## src/rtl/calc_pkg.sv

```systemverilog
// Shared types and constants for the BCD calculator entry core.
package calc_pkg;

  typedef enum logic [1:0] {
    ENTER_A = 2'd0,
    ENTER_B = 2'd1,
    CALC    = 2'd2,
    SHOW    = 2'd3
  } state_t;

  localparam int unsigned OP_ADD = 0;
  localparam int unsigned OP_SUB = 1;

  localparam logic [3:0] BLANK_CODE = 4'hF;
  localparam logic [3:0] MINUS_CODE = 4'hE;
  localparam logic [3:0] MAX_DIGIT  = 4'd9;

  localparam int unsigned DIGITS_MIN = 2;
  localparam int unsigned DIGITS_MAX = 8;

endpackage

```

## src/rtl/bcd_digit_alu.sv

```systemverilog
// Single BCD digit adder/subtractor: d = a + b + cin or a - b - cin, mod 10.
module bcd_digit_alu (
  input  logic [3:0] a,
  input  logic [3:0] b,
  input  logic       cin,
  input  logic       sub,
  output logic [3:0] d,
  output logic       cout
);

  logic [4:0] sum5;
  logic [4:0] dif5;

  assign sum5 = 5'(a) + 5'(b) + 5'(cin);
  assign dif5 = 5'(a) - 5'(b) - 5'(cin);

  always_comb begin
    d    = 4'd0;
    cout = 1'b0;
    if (sub) begin
      // dif5[4] is the sign of the 5-bit difference: a borrow out
      cout = dif5[4];
      d    = dif5[4] ? 4'(dif5 + 5'd10) : dif5[3:0];
    end else begin
      cout = (sum5 > 5'd9);
      d    = (sum5 > 5'd9) ? 4'(sum5 - 5'd10) : sum5[3:0];
    end
  end

endmodule

```

## src/rtl/calc_entry_core.sv

```systemverilog
// Digit-serial BCD calculator: operand entry, add/subtract, result display.
// Optional LEADING_BLANK_EN: blank leading zeros and show a minus sign.
module calc_entry_core
  import calc_pkg::*;
#(
  parameter int unsigned DIGITS = 4,
  parameter int unsigned OPT_W  = 3
) (
  input  logic                  clk,
  input  logic                  reset,
  input  logic [3:0]            num,
  input  logic                  num_pressed,
  input  logic [OPT_W-1:0]      opt,
  input  logic                  opt_pressed,
  input  logic                  submit,
  output logic [4*DIGITS-1:0]   disp,
  output logic                  neg,
  output logic                  overflow,
  output logic                  busy,
  output logic                  done
);

  localparam int unsigned W  = 4 * DIGITS;
  localparam int unsigned CW = $clog2(DIGITS + 1);
  localparam int unsigned IW = $clog2(DIGITS);
  localparam logic [CW-1:0] CNT_FULL = CW'(DIGITS);
  localparam logic [IW-1:0] IDX_LAST = IW'(DIGITS - 1);

  if (DIGITS < DIGITS_MIN || DIGITS > DIGITS_MAX) begin : g_digits_range
    $error("calc_entry_core: DIGITS out of range");
  end

  state_t          state_q, state_d;
  logic [W-1:0]    a_q, a_d, b_q, b_d, res_q, res_d;
  logic [CW-1:0]   a_cnt_q, a_cnt_d, b_cnt_q, b_cnt_d;
  logic [IW-1:0]   idx_q, idx_d;
  logic            op_q, op_d, carry_q, carry_d, pass2_q, pass2_d;
  logic            neg_d, ovf_d;
  logic [W-1:0]    disp_d;
  logic            busy_d, done_d;

  // Strobe decode with submit > opt_pressed > num_pressed priority
  logic dig_ev, op_ev, eq_ev, op_valid, op_sel, result_ok, last;
  assign op_valid  = (opt == OPT_W'(OP_ADD)) || (opt == OPT_W'(OP_SUB));
  assign op_sel    = (opt == OPT_W'(OP_SUB));
  assign eq_ev     = submit;
  assign op_ev     = opt_pressed && !submit && op_valid;
  assign dig_ev    = num_pressed && !submit && !opt_pressed && (num <= MAX_DIGIT);
  assign result_ok = !neg && !overflow;
  assign last      = (idx_q == IDX_LAST);

  // Shared digit ALU: pass 2 computes 0 - R to recover the magnitude
  logic [3:0] alu_a, alu_b, alu_d;
  logic       alu_sub, alu_cout;
  assign alu_a   = pass2_q ? 4'd0 : a_q[{idx_q, 2'b00} +: 4];
  assign alu_b   = pass2_q ? res_q[{idx_q, 2'b00} +: 4] : b_q[{idx_q, 2'b00} +: 4];
  assign alu_sub = pass2_q | op_q;

  bcd_digit_alu u_alu (
    .a    (alu_a),
    .b    (alu_b),
    .cin  (carry_q),
    .sub  (alu_sub),
    .d    (alu_d),
    .cout (alu_cout)
  );

  always_ff @(posedge clk or negedge reset) begin
    if (!reset) state_q <= ENTER_A;
    else        state_q <= state_d;
  end

  always_comb begin
    state_d = state_q;
    case (state_q)
      ENTER_A: if (op_ev) state_d = ENTER_B;
      ENTER_B: if (eq_ev) state_d = CALC;
      CALC:    if (last && (pass2_q || !op_q || !alu_cout)) state_d = SHOW;
      SHOW: begin
        if (dig_ev)                      state_d = ENTER_A;
        else if (op_ev && result_ok)     state_d = ENTER_B;
        else if (eq_ev && result_ok)     state_d = CALC;
      end
      default: state_d = ENTER_A;
    endcase
  end

  // Datapath next-state
  always_comb begin
    a_d     = a_q;
    b_d     = b_q;
    res_d   = res_q;
    a_cnt_d = a_cnt_q;
    b_cnt_d = b_cnt_q;
    idx_d   = idx_q;
    op_d    = op_q;
    carry_d = carry_q;
    pass2_d = pass2_q;
    neg_d   = neg;
    ovf_d   = overflow;
    case (state_q)
      ENTER_A: begin
        if (dig_ev) begin
          if (a_cnt_q < CNT_FULL) begin
            a_d     = {a_q[W-5:0], num};
            a_cnt_d = a_cnt_q + CW'(1);
          end
        end else if (op_ev) begin
          op_d    = op_sel;
          b_d     = '0;
          b_cnt_d = '0;
        end
      end
      ENTER_B: begin
        if (eq_ev) begin
          idx_d   = '0;
          carry_d = 1'b0;
          pass2_d = 1'b0;
          res_d   = '0;
          neg_d   = 1'b0;
          ovf_d   = 1'b0;
        end else if (op_ev) begin
          op_d = op_sel;
        end else if (dig_ev && (b_cnt_q < CNT_FULL)) begin
          b_d     = {b_q[W-5:0], num};
          b_cnt_d = b_cnt_q + CW'(1);
        end
      end
      CALC: begin
        res_d[{idx_q, 2'b00} +: 4] = alu_d;
        carry_d = alu_cout;
        idx_d   = idx_q + IW'(1);
        if (last) begin
          idx_d   = '0;
          carry_d = 1'b0;
          if (pass2_q) begin
            pass2_d = 1'b0;
            neg_d   = 1'b1;
          end else if (op_q) begin
            pass2_d = alu_cout;
          end else begin
            ovf_d = alu_cout;
          end
        end
      end
      SHOW: begin
        if (dig_ev) begin
          neg_d   = 1'b0;
          ovf_d   = 1'b0;
          a_d     = W'(num);
          a_cnt_d = CW'(1);
        end else if (op_ev && result_ok) begin
          a_d     = res_q;
          a_cnt_d = CNT_FULL;
          op_d    = op_sel;
          b_d     = '0;
          b_cnt_d = '0;
        end else if (eq_ev && result_ok) begin
          a_d     = res_q;
          a_cnt_d = CNT_FULL;
          idx_d   = '0;
          carry_d = 1'b0;
          pass2_d = 1'b0;
          res_d   = '0;
        end
      end
      default: ;
    endcase
  end

`ifdef LEADING_BLANK_EN
  function automatic logic [W-1:0] blank_lead(input logic [W-1:0] raw, input logic minus);
    logic [W-1:0] r;
    logic         lead;
    r    = raw;
    lead = 1'b1;
    for (int i = int'(DIGITS) - 1; i > 0; i--) begin
      if (lead && (raw[4*i +: 4] == 4'd0)) r[4*i +: 4] = BLANK_CODE;
      else                                 lead = 1'b0;
    end
    // Minus sits on the first blank digit above the most significant digit
    for (int i = 1; i < int'(DIGITS); i++) begin
      if (minus && (r[4*i +: 4] == BLANK_CODE) && (r[4*(i-1) +: 4] != BLANK_CODE))
        r[4*i +: 4] = MINUS_CODE;
    end
    return r;
  endfunction
`endif

  // Registered output values derived from next-state
  always_comb begin
    logic [W-1:0] raw;
    raw    = '0;
    case (state_d)
      ENTER_A:      raw = a_d;
      ENTER_B, CALC: raw = b_d;
      SHOW:         raw = res_d;
      default:      raw = '0;
    endcase
`ifdef LEADING_BLANK_EN
    disp_d = blank_lead(raw, neg_d);
`else
    disp_d = raw;
`endif
    busy_d = (state_d == CALC);
    done_d = (state_q == CALC) && (state_d == SHOW);
  end

  always_ff @(posedge clk or negedge reset) begin
    if (!reset) begin
      a_q      <= '0;
      b_q      <= '0;
      res_q    <= '0;
      a_cnt_q  <= '0;
      b_cnt_q  <= '0;
      idx_q    <= '0;
      op_q     <= 1'b0;
      carry_q  <= 1'b0;
      pass2_q  <= 1'b0;
      neg      <= 1'b0;
      overflow <= 1'b0;
      disp     <= '0;
      busy     <= 1'b0;
      done     <= 1'b0;
    end else begin
      a_q      <= a_d;
      b_q      <= b_d;
      res_q    <= res_d;
      a_cnt_q  <= a_cnt_d;
      b_cnt_q  <= b_cnt_d;
      idx_q    <= idx_d;
      op_q     <= op_d;
      carry_q  <= carry_d;
      pass2_q  <= pass2_d;
      neg      <= neg_d;
      overflow <= ovf_d;
      disp     <= disp_d;
      busy     <= busy_d;
      done     <= done_d;
    end
  end

endmodule
```

## config.mk

```make
export PLATFORM = sky130hd
export DESIGN_NAME = calc_entry_core
export DESIGN_NICKNAME = d
export VERILOG_FILES = /design/src/rtl/calc_pkg.sv /design/src/rtl/bcd_digit_alu.sv /design/src/rtl/calc_entry_core.sv
export SDC_FILE = /design/constraint.sdc
export NUM_CORES = 1
export LEC_CHECK = 0
export CORE_ASPECT_RATIO = 1.4
export CORE_MARGIN = 2
export CORE_UTILIZATION = 40
export DETAILED_ROUTE_END_ITERATION = 7
export PLACE_DENSITY = 0.69
export SETUP_SLACK_MARGIN = 0.4
export SLEW_MARGIN = 30
export SYNTH_ARGS = -nofsm -noshare
export SYNTH_HDL_FRONTEND = slang
export SYNTH_SLANG_ARGS = --single-unit
```

## constraint.sdc

```tcl
create_clock -name clk -period 5.9 [get_ports clk]
set_input_delay 0.59 -clock clk [delete_from_list [all_inputs] [get_ports clk]]
set_output_delay 0.59 -clock clk [all_outputs]
set_load 0.03 [all_outputs]
```

==> reports/qor_table.md <==
| Result | Value |
|---|---|
| Total core area | 12300 sq um |
| Synth Register Bits | 81 |
| WL met2 | 7.22 mm |
| Maximum VDD drop | 0.000274 V |
| Critical Path Sink Type | register |
| Pint | 1590 uW |
| Vias per inst | 6.37 |
| Fraction of power spent switching nets | 0.466 |
| Number of nets produced by synthesis | 565 |
| Switching power summed over all nets | 1380 uW |
| Maximum clock frequency | 0.199 GHz |
| Final total negative setup slack | 0 ns |
| Class of the most critical hold timing path | in2async |
| Type of the worst setup path | reg2reg |
| Detailed-placement wirelength estimate | 10.7 mm |
| Initial DRC count | 466 |
| Leading post-synthesis cells by cell area | sky130_fd_sc_hd__dfrtp_1, sky130_fd_sc_hd__ha_1, sky130_fd_sc_hd__nand2_1, sky130_fd_sc_hd__mux4_2, sky130_fd_sc_hd__o21ai_0 |
| Met1 routed wirelength after detailed routing | 5.58 mm |
| WP data required | 6.16 ns |
| Share of layout cells above drive strength 1 | 0.0871 |
| Slew @ Worst Pin | 0.864 ns |
| Maximum count of clock buffers along a single path | 2 |
| Proportion of register bits with asynchronous set or reset after synthesis | 1.00 |
| Setup repair after global routing missed its margin | false |
| Overall routing resource usage | 0.225 |
| Final worst-path cycle share | 0.850 |
| Max-cap check violation count | 0 |
| Total Power Consumption | 2970 uW |
| Number of antenna violations at the first check in global routing | 0 |
| Dominant register cell in the synthesized netlist | sky130_fd_sc_hd__dfrtp_1 |
| Arrival time of data at the critical path endpoint | 5.28 ns |
| Clock Skews | 0.00842 ns |
| Post-CTS Hold Buffers | 0 |
| Post_cts resized | 0 |
| Count of different cell masters after synthesis | 67 |
| Kind of start point of the critical path | register |
| Remaining DRCs | 0 |
| Total Wirelength | 14.5 mm |
| Num rows | 48 |
| Cell leakage power | 0.00261 uW |
| Grt ovf | 0 |
| Sequential Power Share | 0.239 |
| Total number of vias | 4466 |
| Synthesis Warnings | 0 |
| Number of synthesized flops with an enable pin | 0 |
| Number of hold violations in the final report | 0 |
| Port buffer count | 31 |
| Post-CTS Repair Setup Buffers | 0 |
| First-pass DRT Iterations | 6 |
| Worst relative slew slack | 0.424 |
| Post-synthesis instance area | 5030 sq um |
| Number of global-route vias before repair | 4511 |
| Final non-filler cell area | 5790 sq um |
| Number of cells in the design after placement | 685 |
| Inserted Clock Buffers | 9 |
| Combinational fraction of design power | 0.553 |
| Sequential share of the synthesized area | 0.403 |
| Pin count of the biggest net entering global routing | 65 |
| Period minus WS final | 5.01 ns |
| Initial cell density of the core | 0.409 |
| Library cell used as clock root buffer | sky130_fd_sc_hd__clkbuf_16 |
| Synthesis-to-layout area growth | 15.0% |
| Final Non-Filler Cells | 701 |
| Area post-placement | 5460 sq um |
| Clock sinks | 81 |
| Gate count after technology mapping | 525 |
| Power density over the cells | 514 nW/um^2 |
| Avg Cell Area, Syn | 9.58 sq um |
| Total setup violations reported at the end of the flow | 0 |
| Width of the chip | 98.8 microns |
| Final layout net count | 586 |
| Detail Route met3 WL | 903 microns |
| Total die area | 13500 sq um |
| Floorplan die height | 137 microns |
| H-tree lvl count | 3 |
| I/O pin count | 32 |
| DR WL/cell | 20.7 microns |
| Final weighted congestion in routability-driven placement | 1.03 |
| Uppermost signal routing layer after detailed routing | met4 |
| Max-slew violation count | 0 |
| Clock power share | 0.208 |
| CTS tree | done |
| Status | finished, final reports clean |
| Clock Pin Slew Worst Setup and Hold Paths | 0.06 ns |
| Diode count | 0 |
| Wire length of the first global-routing pass | 23.8 mm |
| Remaining number of nets flagged by the antenna check after routing | 0 |
| Max Fanout on Critical Path | 17 |
| Area share of the leading cell type in the synthesized netlist | 0.403 |
| Worst-skew pair later-pin latency | 0.34 ns |
| Most area-hungry cell type in the Yosys netlist | sky130_fd_sc_hd__dfrtp_1 |
-- sequential cells by signal, summed over array words and instances (netlist names), 2 cells and up --
register	count
a_q	16
b_q	16
disp	16
res_q	16
a_cnt_q	3
b_cnt_q	3
idx_q	2
state_q	2
-- kinds of logic after synthesis --
group / count (synthesis) / share of synthesized area
flip-flops: 81 / 0.403
AND/OR/NAND/NOR: 155 / 0.150
adder cells (fa/ha/maj): 28 / 0.0756
XOR/XNOR: 5 / 0.00870
multiplexers: 19 / 0.0604
buffers and inverters: 62 / 0.0497
AO/OA/AOI/OAI: 175 / 0.252
-- per-stage QoR --
step / util / setup WS [ns] / hold WS, ns
3_5_place_dp: 0.443 / 0.860 / 0.481
4_1_cts: 0.470 / 0.743 / 0.119
6_report: 0.470 / 0.886 / 0.110
2_1_floorplan: - / 1.15 / 0.294
5_1_grt: 0.470 / 0.520 / 0.125
3_3_place_gp: 0.443 / 0.911 / 0.474
-- path summary, 6_finish.rpt --
path                            start          to  slack, ns  cells after the start
max                          idx_q[1]    disp[13]       0.89                     18
min reg2reg                b_cnt_q[2]  b_cnt_q[2]       0.50                      1
min in group clk           b_cnt_q[2]  b_cnt_q[2]       0.50                      1
min                             reset  a_cnt_q[2]       0.11                      1
max reg2reg                  idx_q[1]    disp[13]       0.89                     18
max in group asynchronous       reset   res_q[10]       4.70                      2
-- per-layer routing --
layer | global-route usage | up-vias
met4 | 0.131 | 0
met1 | 0.274 | 2179
met2 | 0.376 | 225
met5 | 0 | -
li1 | - | 1996
met3 | 0.0363 | 66
-- critical path: stages (launching register included) --
cell and delay [ns]:
sky130_fd_sc_hd__dfrtp_1 0.81, sky130_fd_sc_hd__inv_1 0.36, sky130_fd_sc_hd__nand2_1 0.13, sky130_fd_sc_hd__nand2_1 0.10, sky130_fd_sc_hd__ha_1 0.42, sky130_fd_sc_hd__inv_1 0.14, sky130_fd_sc_hd__ha_1 0.37, sky130_fd_sc_hd__a21bo_2 0.24
sky130_fd_sc_hd__a21oi_1 0.21, sky130_fd_sc_hd__nor2_1 0.14, sky130_fd_sc_hd__o31a_1 0.25, sky130_fd_sc_hd__o21ai_0 0.15, sky130_fd_sc_hd__o21ai_0 0.13, sky130_fd_sc_hd__o22a_1 0.23, sky130_fd_sc_hd__ha_1 0.52, sky130_fd_sc_hd__buf_4 0.27
sky130_fd_sc_hd__nand3_1 0.11, sky130_fd_sc_hd__o2111a_1 0.19, sky130_fd_sc_hd__a2bb2oi_1 0.16
-- cell usage after synthesis, drive strengths merged, types with 2 or more instances --
master / count
fa: 4
o22ai: 3
a32oi: 5
nor2b: 6
a31oi: 6
nor2: 28
and3b: 2
buf: 8
o221a: 2
o2bb2ai: 4
o22a: 3
nor4: 2
inv: 35
a22oi: 11
a211o: 4
nor3: 7
a22o: 15
clkbuf: 19
o221ai: 3
o2111a: 3
ha: 24
a21oi: 25
a222oi: 8
or2: 3
mux4: 9
o211ai: 4
a211oi: 4
dfrtp: 81
xnor2: 4
nand3b: 2
mux2i: 9
and3: 5
o21ai: 39
nand2b: 6
nand2: 64
a2bb2oi: 9
a32o: 6
o21a: 6
a21o: 5
nand3: 14
and2: 8
or3b: 2
-- power groups by stage --
stage | clock network, uW | registers, uW | logic, uW
2_1_floorplan | 0 | 769 | 1060
4_1_cts | 626 | 710 | 1610
6_report | 619 | 710 | 1640
3_3_place_gp | 0 | 717 | 1570
5_1_grt | 649 | 719 | 1770
3_5_place_dp | 0 | 719 | 1590
-- placed cells by master (no fill, tap or decap), types with 4 or more instances in the layout --
| cell type | instances |
|---|---|
| sky130_fd_sc_hd__a32o_1 | 6 |
| sky130_fd_sc_hd__a222oi_1 | 8 |
| sky130_fd_sc_hd__mux4_2 | 9 |
| sky130_fd_sc_hd__a211o_1 | 4 |
| sky130_fd_sc_hd__and2_1 | 6 |
| sky130_fd_sc_hd__o2bb2ai_1 | 4 |
| sky130_fd_sc_hd__xnor2_1 | 4 |
| sky130_fd_sc_hd__clkdlybuf4s50_1 | 30 |
| sky130_fd_sc_hd__mux2i_1 | 9 |
| sky130_fd_sc_hd__a22oi_1 | 11 |
| sky130_fd_sc_hd__a211oi_1 | 4 |
| sky130_fd_sc_hd__o211ai_1 | 4 |
| sky130_fd_sc_hd__a22o_1 | 15 |
| sky130_fd_sc_hd__buf_4 | 7 |
| sky130_fd_sc_hd__clkbuf_16 | 9 |
| sky130_fd_sc_hd__nand2b_1 | 6 |
| sky130_fd_sc_hd__a2bb2oi_1 | 9 |
| sky130_fd_sc_hd__fa_1 | 4 |
| sky130_fd_sc_hd__nor2_1 | 28 |
| sky130_fd_sc_hd__a32oi_1 | 5 |
| sky130_fd_sc_hd__o21ai_0 | 37 |
| sky130_fd_sc_hd__nand2_1 | 64 |
| sky130_fd_sc_hd__dfrtp_1 | 80 |
| sky130_fd_sc_hd__nor3_1 | 5 |
| sky130_fd_sc_hd__nand3_1 | 14 |
| sky130_fd_sc_hd__inv_1 | 35 |
| sky130_fd_sc_hd__a21o_1 | 5 |
| sky130_fd_sc_hd__o21a_1 | 6 |
| sky130_fd_sc_hd__nor2b_1 | 6 |
| sky130_fd_sc_hd__ha_1 | 24 |
| sky130_fd_sc_hd__and3_1 | 5 |
| sky130_fd_sc_hd__a21oi_1 | 25 |
| sky130_fd_sc_hd__a31oi_1 | 6 |
-- final cells by class --
type | instances | area [sq um]
Clock inverter | 7 | 101
Clock buffer | 9 | 225
Timing Repair Buffer | 37 | 353
Sequential cell | 81 | 2030
Fill cell | 1119 | 6530
Tap cell | 150 | 188
Multi-Input combinational cell | 382 | 2760
Inverter | 35 | 131
(Power assumes the default switching activity.)
